--- config.mk ---
export PLATFORM = sky130hd
export DESIGN_NAME = adc_capture_seq_flat
export DESIGN_NICKNAME = d
export VERILOG_FILES = /design/src/rtl/adc_capture_seq_if.sv /design/src/rtl/adc_capture_seq.sv /design/src/flat_wrapper.sv
export SDC_FILE = /design/constraint.sdc
export NUM_CORES = 1
export LEC_CHECK = 0
export ABC_AREA = 1
export BUFFER_PORTS_ARGS = -buffer_cell sky130_fd_sc_hd__buf_4
export CAP_MARGIN = 25
export CORE_MARGIN = 1.5
export CORE_UTILIZATION = 45
export DETAILED_ROUTE_END_ITERATION = 12
export GPL_TIMING_DRIVEN = 0
export PLACE_DENSITY = 0.7
export SLEW_MARGIN = 20
export SYNTH_ARGS = -nofsm -noshare
export SYNTH_HDL_FRONTEND = slang
export SYNTH_SLANG_ARGS = --single-unit
--- constraint.sdc ---
create_clock -name pll_clk -period 1.9 [get_ports pll_clk]
set_input_delay 0 -clock pll_clk [delete_from_list [all_inputs] [get_ports pll_clk]]
set_output_delay 0 -clock pll_clk [all_outputs]
set_load 0.02 [all_outputs]
--- src/rtl/adc_capture_seq_if.sv ---
// adc_capture_seq_if
//   Bundles the signals exchanged between the capture sequencer and the ADC
//   macro.
//   master : sequencer side  -> drives adc_ena/adc_convert/adc_clk/adc_inputsrc,
//                               receives adc_data/adc_done
//   slave  : ADC macro side  -> the mirror image
interface adc_capture_seq_if;
  logic       adc_ena;
  logic       adc_convert;
  logic       adc_clk;
  logic [1:0] adc_inputsrc;
  logic [9:0] adc_data;
  logic       adc_done;

  modport master (
    output adc_ena, adc_convert, adc_clk, adc_inputsrc,
    input  adc_data, adc_done
  );

  modport slave (
    input  adc_ena, adc_convert, adc_clk, adc_inputsrc,
    output adc_data, adc_done
  );
endinterface

--- src/rtl/adc_capture_seq.sv ---
// adc_capture_seq
//   Sequences single or continuous conversions of an external ADC macro,
//   generates its divided clock, waits for the (asynchronous) done flag with a
//   timeout, and stores results in a first-word fall-through capture FIFO.
//
//   Ports
//     pll_clk, reset            sole clock, async active-high reset
//     cfg_ena                   sequencer / ADC enable
//     cfg_clkdiv                adc_clk half-period minus 1, in pll_clk cycles
//     cfg_inputsrc              ADC input mux select, latched per conversion
//     start, cont               single request pulse / continuous mode
//     clear_flags               pulse, clears overflow and timeout
//     adc (master modport)      ADC macro signals
//     rd_en, rd_data            FIFO pop and FWFT head
//     empty, full, level        FIFO status
//     overflow, timeout         sticky error flags
//     busy, irq                 sequencer active / registered interrupt
//
//   state     | meaning
//   ----------+-----------------------------------------------------------
//   IDLE      | waiting for start or cont with cfg_ena set
//   CONVERT   | adc_convert held high for two adc_clk half-periods
//   WAIT_DONE | waiting for synchronized done rising edge, bounded by TIMEOUT
//   CAPTURE   | one cycle, push adc_data into the FIFO
module adc_capture_seq #(
  parameter int FIFO_DEPTH = 4,
  parameter int TIMEOUT    = 1023
) (
  input  logic                     pll_clk,
  input  logic                     reset,
  input  logic                     cfg_ena,
  input  logic [7:0]               cfg_clkdiv,
  input  logic [1:0]               cfg_inputsrc,
  input  logic                     start,
  input  logic                     cont,
  input  logic                     clear_flags,
  adc_capture_seq_if.master        adc,
  input  logic                     rd_en,
  output logic [9:0]               rd_data,
  output logic                     empty,
  output logic                     full,
  output logic                     overflow,
  output logic                     timeout,
  output logic                     busy,
  output logic                     irq,
  output logic [4:0]               level
);

  localparam int PW = (FIFO_DEPTH > 1) ? $clog2(FIFO_DEPTH) : 1;
  localparam int TW = (TIMEOUT > 1) ? $clog2(TIMEOUT + 1) : 1;
  localparam logic [TW-1:0] WAIT_LOAD = TW'(TIMEOUT - 1);
  localparam logic [4:0]    DEPTH_LVL = 5'(FIFO_DEPTH);

  typedef enum logic [1:0] {
    S_IDLE      = 2'd0,
    S_CONVERT   = 2'd1,
    S_WAIT_DONE = 2'd2,
    S_CAPTURE   = 2'd3
  } state_t;

  // ---------------------------------------------------------------------------
  // Registers
  // ---------------------------------------------------------------------------
  state_t        state_q, state_d;
  logic          adc_ena_q, adc_ena_d;
  logic [7:0]    div_cnt_q, div_cnt_d;
  logic          adc_clk_q, adc_clk_d;
  logic [2:0]    done_sync_q, done_sync_d;
  logic [8:0]    conv_cnt_q, conv_cnt_d;
  logic [TW-1:0] wait_cnt_q, wait_cnt_d;
  logic          adc_convert_q, adc_convert_d;
  logic [1:0]    inputsrc_q, inputsrc_d;
  logic [PW-1:0] wr_ptr_q, wr_ptr_d;
  logic [PW-1:0] rd_ptr_q, rd_ptr_d;
  logic [4:0]    level_q, level_d;
  logic [9:0]    rd_data_q, rd_data_d;
  logic          overflow_q, overflow_d;
  logic          timeout_q, timeout_d;
  logic          irq_q, irq_d;
  logic [9:0]    mem_q [FIFO_DEPTH];

  logic          done_rise;
  logic          timeout_set;
  logic          fifo_wr_req;
  logic          fifo_empty;
  logic          fifo_full;
  logic          wr_ok;
  logic          rd_ok;
  logic          ovf_set;
  logic [PW-1:0] rd_ptr_inc;

  // ---------------------------------------------------------------------------
  // ADC enable and clock divider
  // ---------------------------------------------------------------------------
  assign adc_ena_d = cfg_ena;

  always_comb begin
    div_cnt_d = div_cnt_q;
    adc_clk_d = adc_clk_q;
    if (!adc_ena_q) begin
      div_cnt_d = '0;
      adc_clk_d = 1'b0;
    end else if (div_cnt_q >= cfg_clkdiv) begin
      // >= keeps the divider sane if cfg_clkdiv is lowered mid-count
      div_cnt_d = '0;
      adc_clk_d = ~adc_clk_q;
    end else begin
      div_cnt_d = div_cnt_q + 8'd1;
    end
  end

  // ---------------------------------------------------------------------------
  // adc_done synchronizer: two flops plus one history flop for edge detect
  // ---------------------------------------------------------------------------
  assign done_sync_d = {done_sync_q[1:0], adc.adc_done};
  assign done_rise   = done_sync_q[1] & ~done_sync_q[2];

  // ---------------------------------------------------------------------------
  // Sequencer next-state
  // ---------------------------------------------------------------------------
  always_comb begin
    state_d     = state_q;
    conv_cnt_d  = conv_cnt_q;
    wait_cnt_d  = wait_cnt_q;
    inputsrc_d  = inputsrc_q;
    timeout_set = 1'b0;
    fifo_wr_req = 1'b0;

    case (state_q)
      S_IDLE: begin
        if (cfg_ena && (start || cont)) begin
          state_d    = S_CONVERT;
          inputsrc_d = cfg_inputsrc;
          // 2*(clkdiv+1) cycles counted down to zero inclusive
          conv_cnt_d = {cfg_clkdiv, 1'b1};
        end
      end
      S_CONVERT: begin
        if (conv_cnt_q == 9'd0) begin
          state_d    = S_WAIT_DONE;
          wait_cnt_d = WAIT_LOAD;
        end else begin
          conv_cnt_d = conv_cnt_q - 9'd1;
        end
      end
      S_WAIT_DONE: begin
        if (done_rise) begin
          state_d = S_CAPTURE;
        end else if (wait_cnt_q == '0) begin
          timeout_set = 1'b1;
          state_d     = S_IDLE;
        end else begin
          wait_cnt_d = wait_cnt_q - TW'(1);
        end
      end
      S_CAPTURE: begin
        fifo_wr_req = 1'b1;
        state_d     = S_IDLE;
      end
      default: state_d = S_IDLE;
    endcase

    // Dropping the enable aborts whatever is in flight, without side effects
    if (state_q != S_IDLE && !cfg_ena) begin
      state_d     = S_IDLE;
      timeout_set = 1'b0;
      fifo_wr_req = 1'b0;
    end
  end

  assign adc_convert_d = (state_d == S_CONVERT);

  // ---------------------------------------------------------------------------
  // Capture FIFO
  // adc_data is sampled directly: it is stable by the time the done edge has
  // crossed the synchronizer.
  // ---------------------------------------------------------------------------
  assign fifo_empty = (level_q == 5'd0);
  assign fifo_full  = (level_q == DEPTH_LVL);
  assign rd_ok      = rd_en && !fifo_empty;
  assign wr_ok      = fifo_wr_req && (!fifo_full || rd_en);
  assign ovf_set    = fifo_wr_req && fifo_full && !rd_en;
  assign rd_ptr_inc = rd_ptr_q + 1'b1;

  always_comb begin
    wr_ptr_d  = wr_ok ? wr_ptr_q + 1'b1 : wr_ptr_q;
    rd_ptr_d  = rd_ok ? rd_ptr_inc : rd_ptr_q;
    level_d   = level_q;
    case ({wr_ok, rd_ok})
      2'b10:   level_d = level_q + 5'd1;
      2'b01:   level_d = level_q - 5'd1;
      default: level_d = level_q;
    endcase

    // rd_data is a register tracking the head; it only moves when the head
    // changes, so it keeps the last popped word once the FIFO drains.
    rd_data_d = rd_data_q;
    if (rd_ok) begin
      if (level_q > 5'd1) begin
        rd_data_d = mem_q[rd_ptr_inc];
      end else if (wr_ok) begin
        rd_data_d = adc.adc_data;
      end
    end else if (wr_ok && fifo_empty) begin
      rd_data_d = adc.adc_data;
    end
  end

  // ---------------------------------------------------------------------------
  // Flags and interrupt (set beats clear)
  // ---------------------------------------------------------------------------
  always_comb begin
    overflow_d = overflow_q;
    timeout_d  = timeout_q;
    if (clear_flags) begin
      overflow_d = 1'b0;
      timeout_d  = 1'b0;
    end
    if (ovf_set)     overflow_d = 1'b1;
    if (timeout_set) timeout_d  = 1'b1;
  end

  assign irq_d = !fifo_empty | overflow_q | timeout_q;

  // ---------------------------------------------------------------------------
  // Sequential
  // ---------------------------------------------------------------------------
  always_ff @(posedge pll_clk or posedge reset) begin
    if (reset) begin
      state_q       <= S_IDLE;
      adc_ena_q     <= 1'b0;
      div_cnt_q     <= '0;
      adc_clk_q     <= 1'b0;
      done_sync_q   <= '0;
      conv_cnt_q    <= '0;
      wait_cnt_q    <= '0;
      adc_convert_q <= 1'b0;
      inputsrc_q    <= '0;
      wr_ptr_q      <= '0;
      rd_ptr_q      <= '0;
      level_q       <= '0;
      rd_data_q     <= '0;
      overflow_q    <= 1'b0;
      timeout_q     <= 1'b0;
      irq_q         <= 1'b0;
    end else begin
      state_q       <= state_d;
      adc_ena_q     <= adc_ena_d;
      div_cnt_q     <= div_cnt_d;
      adc_clk_q     <= adc_clk_d;
      done_sync_q   <= done_sync_d;
      conv_cnt_q    <= conv_cnt_d;
      wait_cnt_q    <= wait_cnt_d;
      adc_convert_q <= adc_convert_d;
      inputsrc_q    <= inputsrc_d;
      wr_ptr_q      <= wr_ptr_d;
      rd_ptr_q      <= rd_ptr_d;
      level_q       <= level_d;
      rd_data_q     <= rd_data_d;
      overflow_q    <= overflow_d;
      timeout_q     <= timeout_d;
      irq_q         <= irq_d;
    end
  end

  // Storage needs no reset: only slots between the pointers are ever read.
  always_ff @(posedge pll_clk) begin
    if (wr_ok) mem_q[wr_ptr_q] <= adc.adc_data;
  end

  // ---------------------------------------------------------------------------
  // Outputs
  // ---------------------------------------------------------------------------
  assign adc.adc_ena      = adc_ena_q;
  assign adc.adc_convert  = adc_convert_q;
  assign adc.adc_clk      = adc_clk_q;
  assign adc.adc_inputsrc = inputsrc_q;

  assign rd_data  = rd_data_q;
  assign level    = level_q;
  assign empty    = fifo_empty;
  assign full     = fifo_full;
  assign overflow = overflow_q;
  assign timeout  = timeout_q;
  assign busy     = (state_q != S_IDLE);
  assign irq      = irq_q;

endmodule

--- src/flat_wrapper.sv ---
// flat-port wrapper written by rule: the top's interface ports become plain ports
module adc_capture_seq_flat 
#(
  parameter int FIFO_DEPTH = 4,
  parameter int TIMEOUT    = 1023
)
  (pll_clk, reset, cfg_ena, cfg_clkdiv, cfg_inputsrc, start, cont, clear_flags, rd_en, rd_data, empty, full, overflow, timeout, busy, irq, level, adc_adc_ena, adc_adc_convert, adc_adc_clk, adc_adc_inputsrc, adc_adc_data, adc_adc_done);
  adc_capture_seq_if adc_i ();
  input  logic pll_clk;
  input  logic reset;
  input  logic cfg_ena;
  input  logic [7:0] cfg_clkdiv;
  input  logic [1:0] cfg_inputsrc;
  input  logic start;
  input  logic cont;
  input  logic clear_flags;
  input  logic rd_en;
  output logic [9:0] rd_data;
  output logic empty;
  output logic full;
  output logic overflow;
  output logic timeout;
  output logic busy;
  output logic irq;
  output logic [4:0] level;
  output wire logic [$bits(adc_i.adc_ena)-1:0] adc_adc_ena;
  output wire logic [$bits(adc_i.adc_convert)-1:0] adc_adc_convert;
  output wire logic [$bits(adc_i.adc_clk)-1:0] adc_adc_clk;
  output wire logic [$bits(adc_i.adc_inputsrc)-1:0] adc_adc_inputsrc;
  input wire logic [$bits(adc_i.adc_data)-1:0] adc_adc_data;
  input wire logic [$bits(adc_i.adc_done)-1:0] adc_adc_done;
  assign adc_adc_ena = adc_i.adc_ena;
  assign adc_adc_convert = adc_i.adc_convert;
  assign adc_adc_clk = adc_i.adc_clk;
  assign adc_adc_inputsrc = adc_i.adc_inputsrc;
  assign adc_i.adc_data = adc_adc_data;
  assign adc_i.adc_done = adc_adc_done;
  adc_capture_seq #(.FIFO_DEPTH(FIFO_DEPTH), .TIMEOUT(TIMEOUT)) u_core (.pll_clk(pll_clk), .reset(reset), .cfg_ena(cfg_ena), .cfg_clkdiv(cfg_clkdiv), .cfg_inputsrc(cfg_inputsrc), .start(start), .cont(cont), .clear_flags(clear_flags), .adc(adc_i), .rd_en(rd_en), .rd_data(rd_data), .empty(empty), .full(full), .overflow(overflow), .timeout(timeout), .busy(busy), .irq(irq), .level(level));
endmodule
==> out/results.tsv <==
stage	metric	value	unit
run_status	status	finished clean	
clock_network	cts_buffer_depth	2	
finish	n_antenna_cell	0	
timing	slew_violations	0	
clock_network	cts_inserted_buffers	9	
power	irDropWorstVdd	0.8931	mV
timing	slew-limit-headroom	0.6626	
synth	yosysTopAreaCellShare	0.2860	
timing	timing_hold_violations_final	0	
die	dieHeight	110.1	um
synth	syn_inst	602	
synth	yosysWarnings	0	
detailed_routing	finalWirelength	11.09	mm
die	start_util	0.4680	
setup_path	slowest_stage	dfrtp_2	
worst_hold_path	hold_class	in -> reg	
setup_path	cp.arrival	2.10	ns
synth	async_reset_ff_frac	0.5960	
global_route	grt_max_degree	52	
placement	place.gp.congestion	0.8715	
die	die-area	12120	um2
timing	tightest_slew	0.5061	ns
die	ios	54	
job	cap_violations	0	
global_route	grt_pass1_vias	3896	
global_route	antenna_found_initial	0	
clock_network	cts.clk_slew.worst_paths	0.06	ns
detailed_routing	drc	0	
detailed_routing	routed_via_density	4.811	
synth	ys_seq_area_frac	0.5187	
clock_network	htreeDepth	3	
setup_path	crit_buf_inv	5	
power	p_per_area	1388	nW/um2
finish	nets	748	
global_route	grt_pass1_wl	17.82	mm
placement	io_buffers	53	
detailed_routing	wire_per_inst	13.12	um
synth	syn_avg_cell_area	8.576	um2
synth	ys_seq_elements	99	
synth	synth.most_common_cell	nand2_1	
timing	clock-skew-final	0.007329	ns
setup_path	cp_max_fo	4	
setup_path	critPathTopFamily	simple AND/OR/NAND/NOR gates	
detailed_routing	vias	4065	
die	std_cell_rows	38	
detailed_routing	firstDrtPassIters	4	
detailed_routing	drt_iter0_drc	195	
timing	fin_setup_tns	0	ns
finish	synthToLayoutAreaGrowth	25.40	%
synth	yosysTopAreaCell	dfrtp_1	
finish	drive_gt1_frac	0.2071	
clock_network	clock_latency	0.35	ns
clock_network	cts.sink_count	99	
timing	finalCritPeriodShare	0.9804	
synth	yosys_most_used_dff	dfrtp_1	
synth	synth.top_cells.by_count	nand2_1, inv_1, dfrtp_1, nand3_1, nor2_1	
synth	ys_top_cells_by_area	dfrtp_1, edfxtp_1, nand2_1	
detailed_routing	ant_nets	0	
die	core	11030	um2
setup_path	critical-path-max-stage-delay	0.43	ns
timing	rsz0062_at_grt	true	
synth	synth_edf_count	40	
synth	syn-num-nets	650	
setup_path	path_cells	inv_4 -> ha_4 -> inv_2 -> nor2_2 -> nand2_2 -> nand2_4 -> inv_4 -> ha_4 -> inv_2 -> nor2_1 -> nor2_1 -> o211ai_1 -> xor2_1 -> inv_1	
power	leakage	3.157	nW
timing	period_minus_slack	1.863	ns
power	power	0.008988	W
global_route	grtUsageTotal	0.1943	
global_route	globalRoute.totalOverflow	0	
timing	setup_viol	0	
clock_network	cts-root-buf	clkbuf_16	
timing	fmax	536.8	MHz
clock_network	cts_tree	done	
setup_path	crit_required	2.14	ns
synth	yosys.cell_types.count	37	
synth	syn_area	5162	um2
placement	hpwl	7.452	mm
setup_path	worstSetupPathType	reg -> reg	
setup_path	endpoint_kind	flop	
setup_path	cp-start-kind	flop	
die	fp.dieW	110.1	um
[registers in the layout (all words and copies together), names as in the netlist]
register / flops
u_core.adc.adc_convert: 1
u_core.irq: 1
u_core.conv_cnt_q: 9
u_core.done_sync_q: 3
u_core.wait_cnt_q: 10
u_core.adc.adc_ena: 1
u_core.timeout: 1
u_core.adc.adc_clk: 1
u_core.div_cnt_q: 8
u_core.rd_ptr_q: 2
u_core.adc.adc_inputsrc: 2
u_core.state_q: 2
u_core.mem_q: 40
u_core.wr_ptr_q: 2
u_core.rd_data: 10
u_core.overflow: 1
u_core.level: 5
[layout by cell type (no fill, tap or decap), types with 2 or more instances in the layout]
| cell | count |
|---|---|
| bufinv_16 | 2 |
| ha_1 | 17 |
| buf_6 | 2 |
| o21bai_1 | 2 |
| buf_2 | 8 |
| nand3_1 | 58 |
| nand3_2 | 2 |
| nor2_1 | 43 |
| inv_4 | 4 |
| xnor2_1 | 4 |
| nand2_1 | 176 |
| dfrtp_1 | 55 |
| nor3_1 | 4 |
| dfrtp_2 | 4 |
| o211ai_1 | 2 |
| nand2_2 | 8 |
| nand2_4 | 6 |
| ha_4 | 2 |
| inv_2 | 8 |
| nor2_2 | 3 |
| o21ai_0 | 21 |
| clkbuf_16 | 9 |
| nor2_4 | 8 |
| dlygate4sd3_1 | 20 |
| a21oi_1 | 6 |
| xor2_1 | 8 |
| o21ai_2 | 4 |
| nand3b_1 | 2 |
| mux2_2 | 2 |
| buf_4 | 68 |
| inv_1 | 79 |
| o21ai_1 | 4 |
| nand4_1 | 8 |
| clkbuf_1 | 4 |
| edfxtp_1 | 40 |
[worst paths after layout]
check | start | to | slack, ns | depth (start not counted)
max | u_core.level[1]$_DFFE_PP0P_ | u_core.level[4]$_DFFE_PP0P_ | 0.04 | 14
min | cfg_clkdiv[0] | u_core.conv_cnt_q[1]$_DFFE_PP0P_ | 0.03 | 5
max reg2reg | u_core.level[1]$_DFFE_PP0P_ | u_core.level[4]$_DFFE_PP0P_ | 0.04 | 14
min reg2reg | u_core.done_sync_q[0]$_DFF_PP0_ | u_core.done_sync_q[1]$_DFF_PP0_ | 0.36 | 0
max in group asynchronous | reset | u_core.level[4]$_DFFE_PP0P_ | 1.30 | 4
min in group asynchronous | reset | u_core.div_cnt_q[1]$_DFF_PP0_ | 0.11 | 3
[per-stage QoR]
stage | hold WS (ns) | utilization | cells | setup WS (ns) | instance area [um2]
finish | 0.02759 | 0.5869 | 845 | 0.03715 | 6474
global route | 0.02843 | 0.5869 | 845 | -0.1418 | 6474
CTS | 0.01482 | 0.5755 | 834 | -0.1808 | 6349
detailed placement | -0.08541 | 0.5268 | 796 | -0.2253 | 5811
global placement | 0.1114 | 0.5240 | 795 | -0.6161 | 5781
floorplan | 0.03143 | - | 602 | 0.005018 | 5207
[tightest hold or removal path, delay by kind of cell]
family | cells | cell delay [ns]
buffers and inverters | 1 | 0.09
AO/OA/AOI/OAI | 2 | 0.13
AND/OR/NAND/NOR | 2 | 0.11
[cell families after synthesis]
logic type	synth area share
xor gates and xnor gates	0.02036
adders and majority gates	0.04847
AOI/OAI and AO/OA	0.05090
buffers and inverters	0.08264
DFF	0.5187
muxes	0.004362
and+or+nand+nor	0.2746
[metal layers]
metal	vias to the layer above	track usage	part of all wire
met5	-	0	0
met4	0	0.07418	0.016
met3	12	0.03057	0.036
met2	77	0.3438	0.50
met1	1872	0.2390	0.45
li1	2104	-	-
[power breakdown]
part	internal, W	switching [W]
Sequential	0.00268	0.000408
Clock	0.00116	0.000788
Combinational	0.00152	0.00243
[area by class of cell]
class                   instances  area (um2)
fillers                       970        4557
flip-flops and latches         99        2683
multi-input cells             398        2146
repair buffers                 87       723.2
inverters                      92       355.3
clock buffers                  12       236.5
well taps                     140       175.2
plain buffers                  13       81.33
clock inverters                 4       73.82
[timing repair]
item / 4_1_cts / 5_1_grt
setup endpoints to repair: 42 / 47
endpoints found under the hold margin: 111 / 0
gates resized for setup: 4 / 17
pin swaps: 0 / 7
buffers inserted: 2 / 11
hold buffers: 20 / 0
No activity file was read; power rests on OpenSTA's default activity.
